<file path="src/rtl/fp_mult_pipe.sv">
// ============================================================================
// Module      : fp_mult_pipe
// Description : Three-stage pipelined floating-point multiplier with generic
//               exponent/fraction widths, per-operation rounding mode and
//               lossless valid/ready back-pressure.
//               Optional event counters: define FP_MULT_EVENT_CNT_EN.
// Revision    : 1.0 - initial release
// ============================================================================
`timescale 1ns/1ps
`default_nettype none

module fp_mult_pipe #(
    parameter int EXP_W  = 8,
    parameter int FRAC_W = 23
) (
    input  logic                    clk,
    input  logic                    rst,
    input  logic [EXP_W+FRAC_W:0]   a,
    input  logic [EXP_W+FRAC_W:0]   b,
    input  logic [2:0]              rnd,
    input  logic                    in_valid,
    output logic                    in_ready,
    output logic [EXP_W+FRAC_W:0]   z,
    output logic [7:0]              status,
    output logic                    out_valid,
    input  logic                    out_ready
`ifdef FP_MULT_EVENT_CNT_EN
   ,output logic [15:0]             cnt_nan,
    output logic [15:0]             cnt_huge,
    output logic [15:0]             cnt_tiny
`endif
);

    localparam int c_P   = FRAC_W + 1;
    localparam int c_EW2 = EXP_W + 2;

    localparam logic [c_EW2-1:0]  c_BIAS     = c_EW2'((1 << (EXP_W - 1)) - 1);
    localparam logic [EXP_W-1:0]  c_EXP_MAX  = {EXP_W{1'b1}};
    localparam logic [EXP_W-1:0]  c_EXP_MAXN = {{(EXP_W-1){1'b1}}, 1'b0};
    localparam logic [EXP_W-1:0]  c_EXP_ONE  = {{(EXP_W-1){1'b0}}, 1'b1};
    localparam logic [FRAC_W-1:0] c_FRAC_0   = {FRAC_W{1'b0}};
    localparam logic [FRAC_W-1:0] c_FRAC_1   = {FRAC_W{1'b1}};
    localparam logic [FRAC_W-1:0] c_FRAC_Q   = {1'b1, {(FRAC_W-1){1'b0}}};

    localparam logic [2:0] c_RND_ZERO    = 3'd1;
    localparam logic [2:0] c_RND_PINF    = 3'd2;
    localparam logic [2:0] c_RND_NINF    = 3'd3;
    localparam logic [2:0] c_RND_NEAR_UP = 3'd4;
    localparam logic [2:0] c_RND_AWAY    = 3'd5;

    localparam int c_ST_ZERO    = 0;
    localparam int c_ST_INF     = 1;
    localparam int c_ST_NAN     = 2;
    localparam int c_ST_TINY    = 3;
    localparam int c_ST_HUGE    = 4;
    localparam int c_ST_INEXACT = 5;

    // ------------------------------------------------------------------
    // Handshake / stall chain
    // ------------------------------------------------------------------
    logic r1_valid, r2_valid, r3_valid;
    logic w_en1, w_en2, w_en3;

    assign w_en3     = !r3_valid || out_ready;
    assign w_en2     = !r2_valid || w_en3;
    assign w_en1     = !r1_valid || w_en2;
    assign in_ready  = w_en1;
    assign out_valid = r3_valid;

    always_ff @(posedge clk or posedge rst) begin
        if (rst) begin
            r1_valid <= 1'b0;
            r2_valid <= 1'b0;
            r3_valid <= 1'b0;
        end else begin
            if (w_en1) r1_valid <= in_valid;
            if (w_en2) r2_valid <= r1_valid;
            if (w_en3) r3_valid <= r2_valid;
        end
    end

    // ------------------------------------------------------------------
    // S1: unpack, classify, exponent sum, full mantissa product
    // ------------------------------------------------------------------
    logic [EXP_W-1:0]  w_ea, w_eb;
    logic [FRAC_W-1:0] w_fa, w_fb;
    logic              w_a_zero, w_a_inf, w_a_nan;
    logic              w_b_zero, w_b_inf, w_b_nan;
    logic              w_nan1, w_inf1, w_zero1;
    logic [2*c_P-1:0]  w_prod1;

    assign w_ea = a[FRAC_W +: EXP_W];
    assign w_eb = b[FRAC_W +: EXP_W];
    assign w_fa = a[FRAC_W-1:0];
    assign w_fb = b[FRAC_W-1:0];

    // Denormal operands collapse to signed zero
    assign w_a_zero = (w_ea == '0);
    assign w_b_zero = (w_eb == '0);
    assign w_a_inf  = (w_ea == c_EXP_MAX) && (w_fa == '0);
    assign w_b_inf  = (w_eb == c_EXP_MAX) && (w_fb == '0);
    assign w_a_nan  = (w_ea == c_EXP_MAX) && (w_fa != '0);
    assign w_b_nan  = (w_eb == c_EXP_MAX) && (w_fb != '0);

    assign w_nan1  = w_a_nan || w_b_nan || (w_a_inf && w_b_zero) || (w_b_inf && w_a_zero);
    assign w_inf1  = (w_a_inf || w_b_inf) && !w_nan1;
    assign w_zero1 = (w_a_zero || w_b_zero) && !w_nan1 && !w_inf1;

    assign w_prod1 = {{c_P{1'b0}}, 1'b1, w_fa} * {{c_P{1'b0}}, 1'b1, w_fb};

    logic               r1_sign, r1_nan, r1_inf, r1_zero;
    logic [EXP_W:0]     r1_exp_sum;
    logic [2*c_P-1:0]   r1_prod;
    logic [2:0]         r1_rnd;

    always_ff @(posedge clk) begin
        if (in_valid && w_en1) begin
            r1_sign    <= a[EXP_W+FRAC_W] ^ b[EXP_W+FRAC_W];
            r1_nan     <= w_nan1;
            r1_inf     <= w_inf1;
            r1_zero    <= w_zero1;
            r1_exp_sum <= {1'b0, w_ea} + {1'b0, w_eb};
            r1_prod    <= w_prod1;
            r1_rnd     <= rnd;
        end
    end

    // ------------------------------------------------------------------
    // S2: normalise by 0/1 place, rebias, guard and sticky
    // ------------------------------------------------------------------
    logic               w_hi;
    logic [c_P-1:0]     w_mant2;
    logic               w_guard2, w_sticky2;
    logic [c_EW2-1:0]   w_exp2;

    assign w_hi      = r1_prod[2*c_P-1];
    assign w_mant2   = w_hi ? r1_prod[2*c_P-1 -: c_P] : r1_prod[2*c_P-2 -: c_P];
    assign w_guard2  = w_hi ? r1_prod[c_P-1] : r1_prod[c_P-2];
    assign w_sticky2 = w_hi ? (|r1_prod[c_P-2:0]) : (|r1_prod[c_P-3:0]);
    // Two's-complement exponent; negative values mean underflow
    assign w_exp2    = {1'b0, r1_exp_sum} - c_BIAS + {{(c_EW2-1){1'b0}}, w_hi};

    logic               r2_sign, r2_nan, r2_inf, r2_zero;
    logic [c_EW2-1:0]   r2_exp;
    logic [c_P-1:0]     r2_mant;
    logic               r2_guard, r2_sticky;
    logic [2:0]         r2_rnd;

    always_ff @(posedge clk) begin
        if (r1_valid && w_en2) begin
            r2_sign   <= r1_sign;
            r2_nan    <= r1_nan;
            r2_inf    <= r1_inf;
            r2_zero   <= r1_zero;
            r2_exp    <= w_exp2;
            r2_mant   <= w_mant2;
            r2_guard  <= w_guard2;
            r2_sticky <= w_sticky2;
            r2_rnd    <= r1_rnd;
        end
    end

    // ------------------------------------------------------------------
    // S3: round, range check, pack
    // ------------------------------------------------------------------
    logic               w_inexact, w_up, w_carry;
    logic [c_P:0]       w_sum;
    logic [FRAC_W-1:0]  w_frac_r;
    logic [c_EW2-1:0]   w_exp_r;
    logic               w_ovf, w_unf, w_ovf_inf, w_unf_min;
    logic [EXP_W+FRAC_W:0] w_z;
    logic [7:0]         w_st;

    assign w_inexact = r2_guard || r2_sticky;

    always_comb begin
        w_up = 1'b0;
        case (r2_rnd)
            c_RND_ZERO:    w_up = 1'b0;
            c_RND_PINF:    w_up = w_inexact && !r2_sign;
            c_RND_NINF:    w_up = w_inexact && r2_sign;
            c_RND_NEAR_UP: w_up = r2_guard;
            c_RND_AWAY:    w_up = w_inexact;
            default:       w_up = r2_guard && (r2_sticky || r2_mant[0]);
        endcase
    end

    assign w_sum    = {1'b0, r2_mant} + {{c_P{1'b0}}, w_up};
    assign w_carry  = w_sum[c_P];
    assign w_frac_r = w_carry ? w_sum[c_P-1:1] : w_sum[c_P-2:0];
    assign w_exp_r  = r2_exp + {{(c_EW2-1){1'b0}}, w_carry};

    assign w_ovf = !w_exp_r[c_EW2-1] && (w_exp_r >= {2'b00, c_EXP_MAX});
    assign w_unf = w_exp_r[c_EW2-1] || (w_exp_r == '0);

    // Directed modes only clamp to the finite limit when rounding toward it
    assign w_ovf_inf = !((r2_rnd == c_RND_ZERO) ||
                         (r2_rnd == c_RND_PINF && r2_sign) ||
                         (r2_rnd == c_RND_NINF && !r2_sign));
    assign w_unf_min = (r2_rnd == c_RND_AWAY) ||
                       (r2_rnd == c_RND_PINF && !r2_sign) ||
                       (r2_rnd == c_RND_NINF && r2_sign);

    always_comb begin
        w_z  = {r2_sign, w_exp_r[EXP_W-1:0], w_frac_r};
        w_st = 8'h00;
        if (r2_nan) begin
            w_z = {1'b0, c_EXP_MAX, c_FRAC_Q};
            w_st[c_ST_NAN] = 1'b1;
        end else if (r2_inf) begin
            w_z = {r2_sign, c_EXP_MAX, c_FRAC_0};
            w_st[c_ST_INF] = 1'b1;
        end else if (r2_zero) begin
            w_z = {r2_sign, {EXP_W{1'b0}}, c_FRAC_0};
            w_st[c_ST_ZERO] = 1'b1;
        end else if (w_ovf) begin
            w_st[c_ST_HUGE]    = 1'b1;
            w_st[c_ST_INEXACT] = 1'b1;
            if (w_ovf_inf) begin
                w_z = {r2_sign, c_EXP_MAX, c_FRAC_0};
                w_st[c_ST_INF] = 1'b1;
            end else begin
                w_z = {r2_sign, c_EXP_MAXN, c_FRAC_1};
            end
        end else if (w_unf) begin
            w_st[c_ST_TINY]    = 1'b1;
            w_st[c_ST_INEXACT] = 1'b1;
            if (w_unf_min) begin
                w_z = {r2_sign, c_EXP_ONE, c_FRAC_0};
            end else begin
                w_z = {r2_sign, {EXP_W{1'b0}}, c_FRAC_0};
                w_st[c_ST_ZERO] = 1'b1;
            end
        end else begin
            w_st[c_ST_INEXACT] = w_inexact;
        end
    end

    logic [EXP_W+FRAC_W:0] r3_z;
    logic [7:0]            r3_status;

    always_ff @(posedge clk or posedge rst) begin
        if (rst) begin
            r3_z      <= '0;
            r3_status <= 8'h00;
        end else if (r2_valid && w_en3) begin
            r3_z      <= w_z;
            r3_status <= w_st;
        end
    end

    assign z      = r3_z;
    assign status = r3_status;

`ifdef FP_MULT_EVENT_CNT_EN
    // ------------------------------------------------------------------
    // Saturating event counters, advanced on output transfer
    // ------------------------------------------------------------------
    logic        w_out_fire;
    logic [15:0] r_cnt_nan, r_cnt_huge, r_cnt_tiny;

    assign w_out_fire = r3_valid && out_ready;

    always_ff @(posedge clk or posedge rst) begin
        if (rst) begin
            r_cnt_nan  <= 16'h0000;
            r_cnt_huge <= 16'h0000;
            r_cnt_tiny <= 16'h0000;
        end else if (w_out_fire) begin
            if (r3_status[c_ST_NAN] && (r_cnt_nan != 16'hFFFF))
                r_cnt_nan <= r_cnt_nan + 16'd1;
            if (r3_status[c_ST_HUGE] && (r_cnt_huge != 16'hFFFF))
                r_cnt_huge <= r_cnt_huge + 16'd1;
            if (r3_status[c_ST_TINY] && (r_cnt_tiny != 16'hFFFF))
                r_cnt_tiny <= r_cnt_tiny + 16'd1;
        end
    end

    assign cnt_nan  = r_cnt_nan;
    assign cnt_huge = r_cnt_huge;
    assign cnt_tiny = r_cnt_tiny;
`endif

endmodule

`default_nettype wire

</file>
<file path="config.mk">
export PLATFORM = sky130hd
export DESIGN_NAME = fp_mult_pipe
export DESIGN_NICKNAME = d
export VERILOG_FILES = /design/src/rtl/fp_mult_pipe.sv
export SDC_FILE = /design/constraint.sdc
export NUM_CORES = 2
export LEC_CHECK = 0
export ABC_AREA = 1
export CAP_MARGIN = 20
export CORE_ASPECT_RATIO = 1.75
export CORE_UTILIZATION = 49
export DETAILED_ROUTE_END_ITERATION = 8
export PLACE_DENSITY = 0.7
export SYNTH_ARGS = -nofsm -noshare
export SYNTH_HDL_FRONTEND = slang
export SYNTH_SLANG_ARGS = --single-unit
</file>
<file path="constraint.sdc">
create_clock -name clk -period 4.58 [get_ports clk]
set_input_delay 0.916 -clock clk [delete_from_list [all_inputs] [get_ports clk]]
set_output_delay 0.916 -clock clk [all_outputs]
set_load 0.02 [all_outputs]
</file>
==> flow_metrics.tcl <==
set metrics [dict create \
    yosys.cell_types.count 46 \
    initial_core_util 0.498 \
    synthFlopType "edfxtp_1" \
    max_cap_violations 0 \
    dr.first_iter.drc_count 1618 \
    ys_seq_elements 148 \
    nets 4694 \
    violations "DRC, setup timing" \
    antenna_cells 0 \
    chipHeight_um 313 \
    period_share 1.42 \
    netlist_top_cells_count "inv_1, nand2_1, fa_1" \
    overflow 0 \
    crit_family "adder cells" \
    yosysTopAreaCellShare 0.357 \
    placed_area_um2 32200 \
    gp_congestion 0.999 \
    placed_cells 4431 \
    grt_setup_unrepaired "yes" \
    holdCritPathClass "flip-flop to flip-flop" \
    grt_pass1_wl_um 140000 \
    cts.clk_slew.worst_paths_ps 60 \
    die_w_um 180 \
    cp_slowest_cell "fa_1" \
    num_io_pins 113 \
    crit_arrival_ps 6770 \
    fin_ws_ps -1940 \
    synth_edf_count 107 \
    critPathBufInv 12 \
    hold_buffers 0 \
    max_freq_ghz 0.153 \
    slew-limit-headroom 0.396 \
    gr-usage-all-layers 0.332 \
    cts_sinks 148 \
    wire_per_inst_um 20.0 \
    grt_pass1_vias 26300 \
    synthTopCellsByArea "fa_1, inv_1, nand2_1" \
    clk_latency_ps 430 \
    drive_gt1_frac 0.270 \
    path_class "primary input to flip-flop" \
    dp.final_hpwl_um 64000 \
    cp-end-kind "flip-flop" \
    worstSetupStartpointType "primary input" \
    root_buffer "clkbuf_16" \
    cp.required_ps 4830 \
    synth.avg_cell_area_um2 7.90 \
    drc 20 \
    totalWireLength_um 93200 \
    areaGrowthSynthToFinish_pct 37.3 \
    ys_seq_area_frac 0.157 \
    tightest_slew_ps 897 \
    hold_viol 0 \
    antenna_found_initial 2 \
    synth_cells 3427 \
    clock_tree.buffer_depth 2 \
    syn-cell-area_um2 27100 \
    vias 24500 \
    antenna_left 0 \
    setup_violations 41 \
    skew_ps 6.37 \
    final.setup.tns_ps -64190 \
    status "finished, violations left" \
    firstDrtPassIters 8 \
    yosysTopAreaCell "fa_1" \
    crit_path_max_incr_delay_ps 550 \
    fin_cells 4654 \
    cts_tree "built" \
    synth.most_common_cell "inv_1" \
    fp-row-count 113 \
    crit_fanout 5 \
    vias_per_cell 5.26 \
    dieArea_um2 56300 \
    ys_warn_count 0 \
    finalCriticalPeriod_ps 6520 \
    grt_max_degree 42 \
    drv_slew 0 \
    worst_path_most_repeated_cell "inv_2" \
    numPortBuffers 110 \
    post-place-ws_ps -2680 \
    htree_levels 4 \
    fin_area_um2 37200 \
    async_flop_share 0.277 \
    numCtsBuffers 17 \
    core_um2 54400 \
]
==> worst paths after layout <==
check,slack (ps),start,endpoint,cells after the start
setup / recovery,-1940,b[14],r1_prod[40]$_DFFE_PP_,27
hold / removal,420,r1_inf$_DFFE_PP_,r2_inf$_DFFE_PP_,0
setup reg to reg,360,r2_rnd[0]$_DFFE_PP_,z[22]$_DFFE_PP0P_,27
hold reg to reg,420,r1_inf$_DFFE_PP_,r2_inf$_DFFE_PP_,0
max in group asynchronous,3330,rst,z[9]$_DFFE_PP0P_,3
min in group asynchronous,910,rst,r1_valid$_DFFE_PP0N_,3
==> timing repair <==
action | 4_1_cts | 5_1_grt
pin swaps | 260 | 153
gates cloned | 28 | 1
gates resized for setup | 662 | 221
endpoints found under the setup margin | 42 | 68
buffers inserted | 127 | 49
==> layout by cell type (no fill, tap or decap), types with 8 or more instances in the layout <==
cell type / n
clkbuf_16: 20
nor4_1: 17
nor3_4: 8
o21ai_4: 11
edfxtp_1: 107
nand2_4: 37
ha_1: 151
nand2_2: 76
buf_8: 23
fa_2: 48
buf_16: 23
dfrtp_1: 41
ha_4: 33
nand3_1: 43
buf_6: 86
nand3_2: 18
buf_12: 84
o21ai_1: 14
nor2_2: 21
a21oi_1: 22
inv_1: 887
a21oi_4: 21
nand4_1: 19
a21oi_2: 22
nor2_4: 34
o21bai_1: 8
xor2_1: 44
nor3_1: 12
o21ai_0: 44
inv_2: 107
nor2_1: 102
nand2_1: 827
clkdlybuf4s50_1: 64
buf_4: 321
fa_1: 435
xnor2_1: 22
==> per-stage QoR <==
stage | util | hold WS, ps
2_1_floorplan | - | 400
3_3_place_gp | 0.592 | 401
3_5_place_dp | 0.592 | 406
4_1_cts | 0.666 | 420
5_1_grt | 0.683 | 433
6_report | 0.683 | 419
==> metal layers <==
metal  vias to the layer above  GRT usage  share of wire
li1                      10900          -              -
met1                     11700      0.306           0.30
met2                      1206      0.599           0.51
met3                       610     0.0677          0.074
met4                         4      0.327           0.12
met5                         -          0        0.00029
==> kinds of logic (layout without fill, tap and decap cells) <==
| logic type | Yosys count | after routing | synth area share |
|---|---|---|---|
| other cells | 1 | 2 | 0.000138 |
| buf+inv | 1116 | 1652 | 0.156 |
| mux | 1 | 1 | 0.000370 |
| fa+ha+maj | 672 | 672 | 0.444 |
| flops | 148 | 148 | 0.157 |
| xor+xnor | 74 | 74 | 0.0239 |
| simple gates | 1235 | 1235 | 0.182 |
| compound gates | 180 | 180 | 0.0367 |
==> cell type report <==
cell class / count / area (um2)
flip-flops and latches: 148 / 4240
repair buffers: 621 / 6960
fillers: 3927 / 17200
clock inverters: 5 / 36.3
inverters: 999 / 3760
well taps: 690 / 863
multi-input cells: 2164 / 20800
clock buffers: 27 / 556
==> state kept, by name, indices dropped and copies added (netlist names), 3 cells and up <==
register    cells
r2_mant        24
r2_rnd          3
r1_prod        48
r1_rnd          3
status          6
r2_exp         10
z              32
r1_exp_sum      9
Power is left out: the tool's default activity adds up to more than one toggle a clock period on the data nets, which glitch-free logic cannot reach.
